<file path="config.mk">
export PLATFORM = sky130hd
export DESIGN_NAME = mem_access_unit
export DESIGN_NICKNAME = d
export VERILOG_FILES = /design/src/rtl/mem_access_unit.sv
export SDC_FILE = /design/constraint.sdc
export NUM_CORES = 1
export LEC_CHECK = 0
export ABC_AREA = 1
export BUFFER_PORTS_ARGS = -buffer_cell sky130_fd_sc_hd__buf_2
export CAP_MARGIN = 20
export CORE_ASPECT_RATIO = 0.6
export CORE_UTILIZATION = 35
export CTS_CLUSTER_DIAMETER = 80
export DETAILED_ROUTE_END_ITERATION = 10
export SLEW_MARGIN = 20
export SYNTH_ARGS = -nofsm -noshare
export SYNTH_HDL_FRONTEND = slang
export SYNTH_SLANG_ARGS = --single-unit
</file>
<file path="constraint.sdc">
create_clock -name clk -period 1.8 [get_ports clk]
set_input_delay 0.18 -clock clk [delete_from_list [all_inputs] [get_ports clk]]
set_output_delay 0.18 -clock clk [all_outputs]
set_load 0.1 [all_outputs]
</file>
<file path="src/rtl/mem_access_unit.sv">
// mem_access_unit
//   Initiator side of the data-memory interface for the MEM stage of a
//   5-stage MIPS pipeline. Executes lb/lbu/lh/lhu/lw/sb/sh/sw against a
//   word-wide memory whose read data returns combinationally. Sub-word
//   stores are done as read-modify-write; loads return extended data.
//
//   Optional feature: define MAU_ALIGN_CHECK_EN to fault misaligned
//   half/word accesses (IDLE -> RESP, misalign_err=1, no strobes).
//   Without it, misalign_err is 0 and the low address bits are ignored.
//
// Ports
//   clk, rst_n        clock (rising edge), async active-low reset
//   req_valid/ready   request handshake (ready only in IDLE)
//   req_write         1=store, 0=load
//   req_size          00 byte, 01 half, 1x word
//   req_unsigned      zero-extend loads
//   req_addr/wdata    byte address / store data (low bits for sub-word)
//   resp_valid        one-cycle completion pulse
//   resp_rdata        extended load data (0 after stores), held
//   misalign_err      alignment fault, valid with resp_valid
//   busy              high whenever not IDLE
//   MemRead/MemWrite  memory strobes (memory writes on posedge clk)
//   mem_addr/wdata    word-aligned address / write word
//   mem_rdata         combinational memory read data
module mem_access_unit #(
   parameter int ADDR_W = 32,
   parameter int DATA_W = 32
) (
   input  logic              clk,
   input  logic              rst_n,
   input  logic              req_valid,
   output logic              req_ready,
   input  logic              req_write,
   input  logic [1:0]        req_size,
   input  logic              req_unsigned,
   input  logic [ADDR_W-1:0] req_addr,
   input  logic [DATA_W-1:0] req_wdata,
   output logic              resp_valid,
   output logic [DATA_W-1:0] resp_rdata,
   output logic              misalign_err,
   output logic              busy,
   output logic              MemRead,
   output logic              MemWrite,
   output logic [ADDR_W-1:0] mem_addr,
   output logic [DATA_W-1:0] mem_wdata,
   input  logic [DATA_W-1:0] mem_rdata
);

   typedef enum logic [2:0] {
      S_IDLE, S_LOAD, S_WR, S_RMW_RD, S_RMW_WR, S_RESP
   } state_t;

   state_t            state_q, state_d;
   logic [1:0]        size_q;
   logic              uns_q;
   logic [ADDR_W-1:0] addr_q;
   logic [DATA_W-1:0] wdata_q;
   logic [DATA_W-1:0] merge_q;
   logic [DATA_W-1:0] rdata_q;

   logic              accept;
   logic              misalign_in;
   logic [7:0]        ld_byte;
   logic [15:0]       ld_half;
   logic [DATA_W-1:0] load_ext;
   logic [DATA_W-1:0] merged;

   assign accept = req_valid && (state_q == S_IDLE);

`ifdef MAU_ALIGN_CHECK_EN
   logic err_q;
   // Size 11 is treated as a word, so req_size[1] covers both word codes.
   assign misalign_in  = ((req_size == 2'b01) && req_addr[0]) ||
                         (req_size[1] && (req_addr[1:0] != 2'b00));
   assign misalign_err = (state_q == S_RESP) && err_q;
`else
   assign misalign_in  = 1'b0;
   assign misalign_err = 1'b0;
`endif

   // Load lane selection and extension (little-endian lanes).
   always_comb begin
      // NOTE: every always_comb output gets a default first so no path can infer a latch.
      ld_byte = mem_rdata[7:0];
      case (addr_q[1:0])
         2'd1:    ld_byte = mem_rdata[15:8];
         2'd2:    ld_byte = mem_rdata[23:16];
         2'd3:    ld_byte = mem_rdata[31:24];
         default: ld_byte = mem_rdata[7:0];
      endcase
      ld_half = addr_q[1] ? mem_rdata[31:16] : mem_rdata[15:0];
      case (size_q)
         2'b00:   load_ext = {{(DATA_W-8){ld_byte[7] & ~uns_q}}, ld_byte};
         2'b01:   load_ext = {{(DATA_W-16){ld_half[15] & ~uns_q}}, ld_half};
         default: load_ext = mem_rdata;
      endcase
   end

   // Sub-word store merge: replace the target lane of the word read in RMW_RD.
   always_comb begin
      merged = merge_q;
      if (size_q == 2'b00) begin
         case (addr_q[1:0])
            2'd1:    merged[15:8]  = wdata_q[7:0];
            2'd2:    merged[23:16] = wdata_q[7:0];
            2'd3:    merged[31:24] = wdata_q[7:0];
            default: merged[7:0]   = wdata_q[7:0];
         endcase
      end else if (addr_q[1]) begin
         merged[31:16] = wdata_q[15:0];
      end else begin
         merged[15:0] = wdata_q[15:0];
      end
   end

   // Next-state logic.
   always_comb begin
      state_d = state_q;
      case (state_q)
         S_IDLE: begin
            if (accept) begin
               if (misalign_in)      state_d = S_RESP;
               else if (!req_write)  state_d = S_LOAD;
               else if (req_size[1]) state_d = S_WR;
               else                  state_d = S_RMW_RD;
            end
         end
         S_LOAD:   state_d = S_RESP;
         S_WR:     state_d = S_RESP;
         S_RMW_RD: state_d = S_RMW_WR;
         S_RMW_WR: state_d = S_RESP;
         S_RESP:   state_d = S_IDLE;
         default:  state_d = S_IDLE;
      endcase
   end

   // Outputs decoded from state so strobes drop the instant reset asserts.
   always_comb begin
      req_ready  = (state_q == S_IDLE);
      busy       = (state_q != S_IDLE);
      resp_valid = (state_q == S_RESP);
      resp_rdata = rdata_q;
      MemRead    = (state_q == S_LOAD) || (state_q == S_RMW_RD);
      MemWrite   = (state_q == S_WR)   || (state_q == S_RMW_WR);
      mem_addr   = '0;
      mem_wdata  = '0;
      if (MemRead || MemWrite) mem_addr = {addr_q[ADDR_W-1:2], 2'b00};
      if (state_q == S_WR)     mem_wdata = wdata_q;
      if (state_q == S_RMW_WR) mem_wdata = merged;
   end

   always_ff @(posedge clk or negedge rst_n) begin
      // NOTE: every register, including the latched request and merge word, is reset so an aborted access leaves nothing behind.
      if (!rst_n) begin
         state_q <= S_IDLE;
         size_q  <= '0;
         uns_q   <= 1'b0;
         addr_q  <= '0;
         wdata_q <= '0;
         merge_q <= '0;
         rdata_q <= '0;
`ifdef MAU_ALIGN_CHECK_EN
         err_q   <= 1'b0;
`endif
      end else begin
         // NOTE: sequential state uses non-blocking assignments so all registers update from pre-edge values.
         state_q <= state_d;
         case (state_q)
            S_IDLE: begin
               if (accept) begin
                  size_q  <= req_size;
                  uns_q   <= req_unsigned;
                  addr_q  <= req_addr;
                  wdata_q <= req_wdata;
`ifdef MAU_ALIGN_CHECK_EN
                  err_q   <= misalign_in;
                  if (misalign_in) rdata_q <= '0;
`endif
               end
            end
            S_LOAD:   rdata_q <= load_ext;
            S_RMW_RD: merge_q <= mem_rdata;
            S_WR,
            S_RMW_WR: rdata_q <= '0;
            default: ;
         endcase
      end
   end

endmodule

</file>
# Yosys cells after proc, flatten, opt, wreduce, memory -nomap -nowiden
# Cells that the tools add are included.
[word_totals] input_bits=103 out_inout_bits=102 elab_cells=50 reg_bits=134
[op_classes] muxes=18 n_bitwise=3 n_reduce_logical=12 eq_ne=10
[op_table] operator="2-to-1 mux 32 bit" n=4
[op_table] operator="one-hot mux 32 bit (2 select lines)" n=2
[op_table] operator="2-to-1 mux 16 bit" n=3
[op_table] operator="2-to-1 mux 8 bit" n=4
[op_table] operator="one-hot mux 8 bit (3 select lines)" n=1
[op_table] operator="one-hot mux 3 bit (3 select lines)" n=1
[op_table] operator="== test 3 x 2 -> 1 bit, second input constant" n=2
[op_table] operator="== test 3 bit, second input constant" n=2
[op_table] operator="OR reduction 3 bit" n=2
[op_table] operator="== test 2 x 1 -> 1 bit, second input constant" n=2
[op_table] operator="== test 2 bit, second input constant" n=2
[op_table] operator="== test 3 x 1 -> 1 bit, second input constant" n=1
[op_table] operator="zero test 3 bit" n=1
[op_table] operator="logical OR 1 bit" n=3
[op_table] operator="2-to-1 mux 3 bit" n=1
[op_table] operator="nonzero test 3 bit" n=1
[op_table] operator="AND 1 bit" n=2
[op_table] operator="zero test 2 bit" n=1
[op_table] operator="2-to-1 mux 2 bit" n=1
[op_table] operator="inequality test 2 x 1 -> 1 bit, second input constant" n=1
[op_table] operator="AND reduction 2 bit" n=1
[op_table] operator="nonzero test 2 bit" n=1
[op_table] operator="OR reduction 2 bit" n=1
[op_table] operator="logical AND 1 bit" n=1
[op_table] operator="other kinds (2)" n=2

# Depth between registers and ports, before layout
# Gate-level depths: netlist (run 1).
[logic_depth] ltp_word=5 ltp_mapped=9 depth_no_buf=8

# Worst setup path after synthesis (run 1)
# Ideal clock, no wire load.
[synth_path] kind="reg-to-reg" from="register state_q[1]" to="register wdata_q[21]" t_arrival_ns=2.863 path_stages_with_launch=7 slack_ns=-1.191 setup_time_ns=0.127 t_required_ns=1.673 n_path_buf=1 period_less_slack_ns=2.991 cell_sequence="dfrtp_1 > nor2_1 > nand2_1 > inv_1 > nand2_2 > buf_4 > mux2_1"
[synth_between] elab_chain_cells=3
[synth_rtl] item="start: declaration" line_no="53" text="state_t state_q, state_d;"
[synth_rtl] item="start signal: assignment" line_no="167" text="state_q <= state_d;"
[synth_rtl] item="zero test 3 bit (*)"
[synth_rtl] item="net req_ready" line_no="32" text="output logic req_ready,"
[synth_rtl] item="logical AND 1 bit" line_no="68" text="assign accept = req_valid && (state_q == S_IDLE);"
[synth_rtl] item="AND reduction 2 bit (no source line) (*)"
[synth_rtl] item="end signal: assignment" line_no="174" text="wdata_q <= req_wdata;"
[synth_rtl] item="end: declaration" line_no="57" text="logic [DATA_W-1:0] wdata_q;"
# Mark *: on every way through the listed nets, which the timed path passes. The rest lies on a longest branch.
# A chain may end at the register's enable or synchronous reset.

# Worst setup path after layout (run 1)
[layout_path] from="register addr_q[1]" to="output port mem_wdata[4]"
[layout_between] elab_chain_cells=5 elab_cells_between_ends=8 classes_between="eq/ne: 3; mux: 4; reduce/logical: 1"
[layout_rtl] item="start: declaration" line_no="56" text="logic [ADDR_W-1:0] addr_q;"
[layout_rtl] item="start signal: assignment" line_no="173" text="addr_q <= req_addr;"
[layout_rtl] item="== test 2 bit / == test 2 x 1 -> 1 bit (equally long branches)" line_no="103" text="case (addr_q[1:0])"
[layout_rtl] item="OR reduction 3 bit (no source line)"
[layout_rtl] item="2-to-1 mux 8 bit" line_no="103"
[layout_rtl] item="2-to-1 mux 32 bit (*)" line_no="102" text="if (size_q == 2'b00) begin"
[layout_rtl] item="2-to-1 mux 32 bit (*)" line_no="149" text="if (state_q == S_RMW_WR) mem_wdata = merged;"
[layout_rtl] item="end: declaration" line_no="45" text="output logic [DATA_W-1:0] mem_wdata,"
# Every way passes the cells marked *; elsewhere a longest branch is shown, timed or not.

==> results.md, run 1 <==
* GRT overflow at 0
* Post-Route WL at 27,500 um
* Mean Syn Cell Area at 8.05 um^2
* Slew headroom at 64.7%
* Slew @ Worst Pin at 530 ps
* Finish-stage setup viols at 63
* Ranking of synthesized cells by area: dfrtp_1 46%, nand2_1 15%, mux2_2 8.4%
* Pin count of the biggest net entering global routing at 48
* Synth warnings at 0
* Critical path class: reg -> out
* DR vias at 7,621
* Post-synthesis mux area share at 9.05%
* DR pass1 iterations at 6
* Reg clk slew, reported paths at 60 ps
* Final min period at 2150 ps
* CP peak stage delay at 470 ps
* Boundary pin count at 205
* Area leader, netlist: dfrtp_1
* DP HPWL at 19,100 um
* Core footprint at 0.0201 mm^2
* H-tree levels at 4
* Area of the multi-input gates at 0.00391 mm^2
* Top cell by count, worst path: buf_12
* Status: complete, but fails checks
* Layout cell share with drive strength beyond 1 at 44.6%
* Die height at 113 um
* Setup ws final at -348 ps
* Die area at 0.0212 mm^2
* Max Transition Viols Final at 0
* First-pass GRT wire length at 41,600 um
* Area Growth Syn to Fin at 69.4%
* CP top delay family: buffers and inverters
* Clock latency on the worst-skew pair at 440 ps
* Crit path arrival time at 1970 ps
* MaxCap Viol Count at 0
* Worst r2r src: addr_q[1]
* RSZ-0062 raised after global routing: true
* Register bit count reported by yosys at 134
* Crit path max fanout at 8
* Synth Cell Area at 0.00722 mm^2
* Yosys top cell area share at 46.4%
* Crit-path cells: buf_12 > nor2_4 > inv_2 > nand2_4 > o21ai_1 > buf_4 > o22ai_4 > buf_12
* Clock Skews at 5.46 ps
* Synth Area in Compound Gates at 15.8%
* # diodes at 0
* Sequential share of the synthesized area at 46.4%
* CP startpoint: addr_q[1]
* Levels on crit path at 8
* Largest family of logic cells by synthesized area: simple AND/OR/NAND/NOR gates
* XOR/XNOR Fraction of Synth Area at 0%
* Max Root-Sink Buffers at 2
* Reg2reg end: resp_rdata[19]
* Fin crit share at 119%
* Drc violations at 0
* Crit path capture: mem_wdata[4]
* Hold Crit Start: req_valid
* TritonCTS clock tree: yes
* Number of fill cells at 1,777
* Failing checks: negative setup slack
* Initial antenna violation count at 2
* R2R setup slack at 20 ps
* I/O Buffers at 201
* Worst setup EP type: primary output
* Endpoints failing hold at 0
* Setup TNS at -18,720 ps
* Post-Synth Simple-Gate Area at 19.9%
* Post-synth cell types at 29
* Register area at 0.00336 mm^2
* Cts bufs inserted at 17
* Clk sinks at 134
* Root Driver: clkbuf_16
* Vias in the first global route at 7,272
* Class of the worst hold path: in -> reg
* Final nets at 1,308
* Crit path launch type: register
* Initial core utilization at 35.9%
* All-layer global routing usage at 25.8%
* Buf+Inv Stages, Crit Path at 4
* Iteration-0 DRC Markers at 752
* Worst Reg2Reg Path Length in Cells at 7
* Via/cell ratio at 5.11
* Site Rows at 40
* Wire per inst at 18.5 um
* Final ANT Viol Nets at 0
* Req. time, crit path at 1620 ps
* Global placement routability congestion at 0.918
* Adder-cell area share of the yosys netlist at 0%
* Die W at 187 um
* Max frequency at 466 MHz
* Synth Instances at 897
* Slowest cell on the critical path: dfrtp_2
==> sequential cells by signal (all words and copies together) (netlist names) <==
name and cells:
addr_q 32, merge_q 32, resp_rdata 32, size_q 2, state_q 3, uns_q 1
wdata_q 32
==> synthesized netlist by cell type <==
library cell,n
nand2_1,286
dfrtp_1,134
inv_1,84
o21ai_0,73
a21oi_1,65
mux2_2,54
nor2_1,48
buf_2,19
o22ai_1,18
nand3_1,17
o211ai_1,17
a22oi_1,16
clkbuf_1,15
buf_4,8
buf_6,6
o21bai_1,6
inv_2,5
o21ai_1,5
buf_1,4
mux2_1,4
nor2_2,4
nand3_4,2
a21oi_4,1
clkinv_1,1
conb_1,1
nand2_2,1
nor2_8,1
nor3_1,1
nor3_2,1
==> layout by cell type (no fill, tap or decap), drive strengths merged, types with 17 or more instances in the layout <==
cell,Yosys,routed
o21ai,78,78
nor2,53,53
nand2,287,287
dfrtp,134,134
a21oi,66,66
inv,89,58
clkbuf,15,22
mux2,58,58
clkinvlp,0,36
dlygate4sd3,0,63
buf,37,271
nand3,19,19
o22ai,18,18
o211ai,17,17
==> layer usage <==
metal  track usage, %  part of all wire [%]  wire length (um)  vias to the layer above
met5                0                 0.080                22                        -
li1                 -                     -                 -                     3543
met4             5.37                   1.1               303                        4
met2             36.9                    42             11600                      393
met3             6.39                   9.3              2570                       34
met1             38.9                    47             13000                     3647
==> worst min-delay path by stage <==
| stage | slack (ps) | end | depth (start not counted) |
|---|---|---|---|
| after global routing | 20 | wdata_q[5] | 3 |
| after floorplan | -120 | addr_q[0] | 0 |
| after CTS | 7 | state_q[0] | 3 |
| after global placement | 160 | wdata_q[19] | 1 |
| after detailed placement | 170 | wdata_q[17] | 1 |
| final | 20 | state_q[0] | 3 |
==> metrics by stage <==
| step | utilization [%] | setup slack (ps) | instance area [um^2] | cells | hold slack [ps] |
|---|---|---|---|---|---|
| final | 60.8 | -348 | 12200 | 1491 | 19.7 |
| after global routing | 60.8 | -443 | 12200 | 1491 | 24.4 |
| after CTS | 58.6 | -298 | 11800 | 1480 | 7.19 |
| after detailed placement | 51.0 | -88.9 | 10300 | 1377 | 168 |
| after global placement | 51.0 | -55.0 | 10300 | 1377 | 160 |
| after floorplan | - | -282 | 7680 | 899 | -116 |
==> cell type report <==
| type | instances | area share, % |
|---|---|---|
| inverters | 90 | 3.98 |
| repair buffers | 339 | 28.7 |
| well taps | 273 | 2.79 |
| clock buffers | 17 | 3.48 |
| flip-flops and latches | 134 | 27.5 |
| clock inverters | 15 | 1.67 |
| multi-input cells | 623 | 32.0 |
==> logic make-up (layout without fill, tap and decap cells) <==
group	count (synthesis)	after routing
AOI/OAI and AO/OA	201	201
buffers and inverters	142	461
DFF	134	134
muxes	58	58
other	1	3
and+or+nand+nor	361	361
==> worst reg2reg max path, stage by stage, from the launching register on <==
cell      delay (ps)
dfrtp_2          460
buf_4            340
o21bai_1         180
nand3_1          150
nand3_4          120
nand3_4          210
nand2_1          160
nand2_1           60
==> repair_timing <==
| action | 4_1_cts | 5_1_grt |
|---|---|---|
| hold buffers | 63 | 0 |
| endpoints found under the setup margin | 63 | 80 |
| buffers inserted | 8 | 11 |
| cloned | 1 | 5 |
| gates resized for setup | 73 | 81 |
| hold endpoints to repair | 104 | 0 |
| pin swaps | 11 | 31 |
Power of run 1 is not shown: default switching activity piles up to over one toggle a cycle in this logic, so the estimate is an artifact.
==> run 2: changes to the inputs <==
--- a/config.mk
+++ b/config.mk
@@ -8,10 +8,13 @@
 export ABC_AREA = 1
 export BUFFER_PORTS_ARGS = -buffer_cell sky130_fd_sc_hd__buf_2
 export CAP_MARGIN = 20
+export CELL_PAD_IN_SITES_DETAIL_PLACEMENT = 1
+export CELL_PAD_IN_SITES_GLOBAL_PLACEMENT = 2
 export CORE_ASPECT_RATIO = 0.6
-export CORE_UTILIZATION = 35
+export CORE_UTILIZATION = 30
 export CTS_CLUSTER_DIAMETER = 80
 export DETAILED_ROUTE_END_ITERATION = 10
+export PLACE_DENSITY_LB_ADDON = 0.1
 export SLEW_MARGIN = 20
 export SYNTH_ARGS = -nofsm -noshare
 export SYNTH_HDL_FRONTEND = slang
==> results.md, run 2 (synthesis gave the netlist of run 1 again) <==
* MaxCap Viol Count at 0
* Reg clk slew, reported paths at 60 ps
* Post-Layout Inst Area at 0.0122 mm^2
* Status: complete, but fails checks
* M2 GR Usage at 38.3%
* # diodes at 0
* DR vias at 7,437
* H-tree levels at 4
* Max Root-Sink Buffers at 2
* Via/cell ratio at 4.89
* Area Growth Syn to Fin at 68.5%
* CP peak stage delay at 440 ps
* Failing checks: negative setup slack
* Die height at 122 um
* Slowest cell on the critical path: dfrtp_2
* Root Driver: clkbuf_16
* GRT met1 Usage at 38.0%
* TritonCTS clock tree: yes
* Most frequent cells in the layout: 216 x nand2_1, 134 x buf_2, 128 x dfrtp_1
* Fin crit share at 122%
* Worst setup EP type: primary output
* Critical path class: reg -> out
* Setup TNS at -20,020 ps
* Layer with the highest usage: met2
* RSZ-0062 raised after global routing: true
* Site Rows at 43
* All-layer global routing usage at 25.5%
* Final min period at 2190 ps
* Class of the worst hold path: in -> reg
* Req. time, crit path at 1620 ps
* Post-Route WL at 30,800 um
* Die W at 202 um
* Worst hold margin at 18.6 ps
* Crit path arrival time at 2010 ps
* Crit path max fanout at 8
* Layout cell share with drive strength beyond 1 at 43.7%
* First-pass GRT wire length at 47,200 um
* Pin count of the biggest net entering global routing at 61
* Clock Skews at 12.6 ps
* Max frequency at 457 MHz
* Initial antenna violation count at 0
* Setup ws final at -390 ps
* Final ANT Viol Nets at 0
* Cts bufs inserted at 17
* CP top delay family: buffers and inverters
* Wire per inst at 20.3 um
* Slew @ Worst Pin at 539 ps
* Iteration-0 DRC Markers at 453
* Core footprint at 0.0233 mm^2
* Crit path launch type: register
* Slew headroom at 64.1%
* Vias in the first global route at 7,874
* Crit-path cells: nor3_4 > nor2_4 > o21ai_4 > buf_12 > buf_16 > nand2_4 > clkinvlp_4 > buf_12
* GRT overflow at 0
* Finish-stage setup viols at 63
* Die area at 0.0247 mm^2
* Top cell by count, worst path: buf_12
* Final nets at 1,295
* Commonest non-fill, non-tap cell in the layout: nand2_1
* DP HPWL at 21,700 um
* Buf+Inv Stages, Crit Path at 4
* Clock latency on the worst-skew pair at 430 ps
* Clk sinks at 134
* Placed cell area at 0.0103 mm^2
* Number of fill cells at 2,680
* Boundary pin count at 205
* Setup WS pre-CTS at -80.9 ps
* Global placement routability congestion at 0.892
* Max Transition Viols Final at 0
* Met3 Track Usage GR at 4.84%
* Initial core utilization at 30.9%
* DR pass1 iterations at 5
* Drc violations at 0
* Endpoints failing hold at 0
* I/O Buffers at 201
## run 2: changes by cell type in the layout (fill, tap and decap cells not counted), sizes merged
cell,change
buf,-7
clkinvlp,-4
clkinv,+3
clkbuf,-2
dlygate4sd3,-2
inv,-1
## run 2: worst paths after layout
kind | start | to | slack [ps] | depth (start not counted)
worst min register to register | resp_rdata[9] | resp_rdata[9] | 470 | 2
worst max-delay path | state_q[0] | mem_addr[23] | -390 | 8
worst min-delay path | req_wdata[17] | wdata_q[17] | 20 | 2
min in group asynchronous | rst_n | resp_rdata[21] | 280 | 2
max in group asynchronous | rst_n | wdata_q[3] | 830 | 3
worst max register to register | state_q[2] | addr_q[2] | 70 | 7
## run 2: cell type report
type / count / area [um^2] / area share (%)
multi-input cells: 623 / 3960 / 32.6
well taps: 315 / 394 / 3.24
clock inverters: 13 / 180 / 1.48
clock buffers: 19 / 443 / 3.64
flip-flops and latches: 134 / 3360 / 27.6
repair buffers: 326 / 3360 / 27.6
inverters: 90 / 468 / 3.85
## run 2: metal layers
layer / wire, um / vias to the layer above / part of all wire (%)
met1: 14900 / 3698 / 48
li1: - / 3519 / -
met4: 253 / 0 / 0.82
met2: 13900 / 203 / 45
met5: 0 / - / 0
met3: 1780 / 17 / 5.8
## run 2: through the flow
stage,std cells,util [%]
global route,1520,52.1
global placement,1411,44.0
finish,1520,52.1
CTS,1517,50.7
floorplan,899,-
detailed placement,1411,44.0
## run 2: what timing repair did
item / CTS / global route
gates cloned: 2 / 1
hold buffers: 61 / 0
resized for setup: 67 / 72
setup endpoints to repair: 64 / 101
hold endpoints to repair: 105 / 0
pin swaps: 3 / 9
setup buffers: 12 / 3
Power of run 2 is left out for the same reason.
==> run 3: changes to the inputs <==
==> constraint.sdc (replaced) <==
create_clock -name clk -period 2.17 [get_ports clk]
set_input_delay 0.217 -clock clk [delete_from_list [all_inputs] [get_ports clk]]
set_output_delay 0.217 -clock clk [all_outputs]
set_load 0.1 [all_outputs]
==> results.md, run 3 (synthesis gave the netlist of run 1 again) <==
* All-layer global routing usage at 24.6%
* Fin crit share at 102%
* Reg clk slew, reported paths at 60 ps
* Status: complete, but fails checks
* Core footprint at 0.0233 mm^2
* Req. time, crit path at 1950 ps
* Via/cell ratio at 4.97
* MaxCap Viol Count at 0
* Hold Crit Start: req_wdata[22]
* Clock latency on the worst-skew pair at 430 ps
* Endpoints failing hold at 0
* Global placement routability congestion at 0.908
* H-tree levels at 4
* Wire per inst at 20.9 um
* Post-Route WL at 30,800 um
* Final cell count without fillers at 1,477
* Root Driver: clkbuf_16
* RSZ-0062 raised after global routing: true
* Layout cell share with drive strength beyond 1 at 41.2%
* Setup WS pre-CTS at 127 ps
* GRT overflow at 0
* Class of the worst hold path: in -> reg
* Crit path launch type: register
* Final nets at 1,250
* TritonCTS clock tree: yes
* Die area at 0.0247 mm^2
* Initial antenna violation count at 3
* I/O Buffers at 201
* Boundary pin count at 205
* Die W at 202 um
* Number of fill cells at 2,720
* Layer with the highest usage: met1
* Final min period at 2220 ps
* Max frequency at 451 MHz
* Clk sinks at 134
* Slew headroom at 58.3%
* Critical path class: reg -> out
* Drc violations at 0
* Iteration-0 DRC Markers at 308
* Clock Skews at 9.50 ps
* M2 GR Usage at 35.1%
* Area Growth Syn to Fin at 57.7%
* Most frequent cells in the layout: 243 x nand2_1, 137 x buf_2, 131 x dfrtp_1
* Cts bufs inserted at 17
* Met3 Track Usage GR at 7.22%
* Initial core utilization at 30.9%
* Failing checks: negative setup slack
* Crit path max fanout at 16
* DR vias at 7,342
* Max Transition Viols Final at 0
* Worst setup EP type: primary output
* Commonest non-fill, non-tap cell in the layout: nand2_1
* Area of the multi-input gates at 0.00370 mm^2
* Final ANT Viol Nets at 0
* Placed Instances at 1,397
* DR pass1 iterations at 4
* Die height at 122 um
* DP HPWL at 21,700 um
* Setup ws final at -49.6 ps
* GRT met1 Usage at 36.6%
* Worst r2r src: state_q[0]
* CP startpoint: addr_q[1]
* First-pass GRT wire length at 45,400 um
* Register area at 0.00336 mm^2
* Finish-stage setup viols at 15
* Slew @ Worst Pin at 625 ps
* Pin count of the biggest net entering global routing at 52
* Max Root-Sink Buffers at 2
* Vias in the first global route at 7,544
* Site Rows at 43
* Crit path arrival time at 2000 ps
run 3: through the flow:
stage / setup TNS (ps) / util (%) / instance area [um^2] / hold WS [ps]
detailed placement: 0 / 41.7 / 9730 / 211
global route: -2490 / 48.7 / 11400 / 9.59
global placement: 0 / 41.7 / 9730 / 208
finish: -333 / 48.8 / 11400 / 17.3
CTS: -155 / 45.9 / 10700 / 2.89
floorplan: -4150 / - / 7310 / -78.6
run 3: area by class of cell:
| class | instances | area share, % |
|---|---|---|
| Antenna cell | 2 | 0.0440 |
| Clock buffer | 23 | 4.20 |
| Clock inverter | 9 | 0.879 |
| Inverter | 90 | 3.34 |
| Multi-Input combinational cell | 623 | 32.5 |
| Sequential cell | 134 | 29.5 |
| Tap cell | 315 | 3.46 |
| Timing Repair Buffer | 281 | 26.1 |
run 3: per-layer routing:
metal | vias to the layer above | routed length, um
li1 | 3433 | -
met1 | 3714 | 15800
met2 | 179 | 13100
met3 | 16 | 1720
met4 | 0 | 215
met5 | - | 0
run 3: critical path: stages, from the launching register on:
cell and delay (ps):
dfrtp_2 450, inv_4 60, buf_12 120, buf_12 120
nor2_4 140, buf_12 170, a22oi_1 80, nand2_1 100
nand2_1 70, nand2_2 90, buf_12 170
run 3: final timing paths:
path	depth (start not counted)	end	slack, ps
min in group asynchronous	2	resp_rdata[25]	320
max in group asynchronous	3	state_q[2]	1160
max reg2reg	9	wdata_q[18]	180
max	10	mem_wdata[16]	-50
min	2	wdata_q[22]	20
min reg2reg	2	resp_rdata[12]	470
run 3: repair_timing:
| action | CTS | global route |
|---|---|---|
| endpoints found under the hold margin | 52 | 0 |
| hold buffers | 5 | 0 |
| endpoints found under the setup margin | 62 | 62 |
| gates cloned | 5 | 4 |
| setup buffers | 10 | 24 |
| gates resized for setup | 54 | 129 |
| pin swaps | 18 | 42 |
Power of run 3 is left out for the same reason.
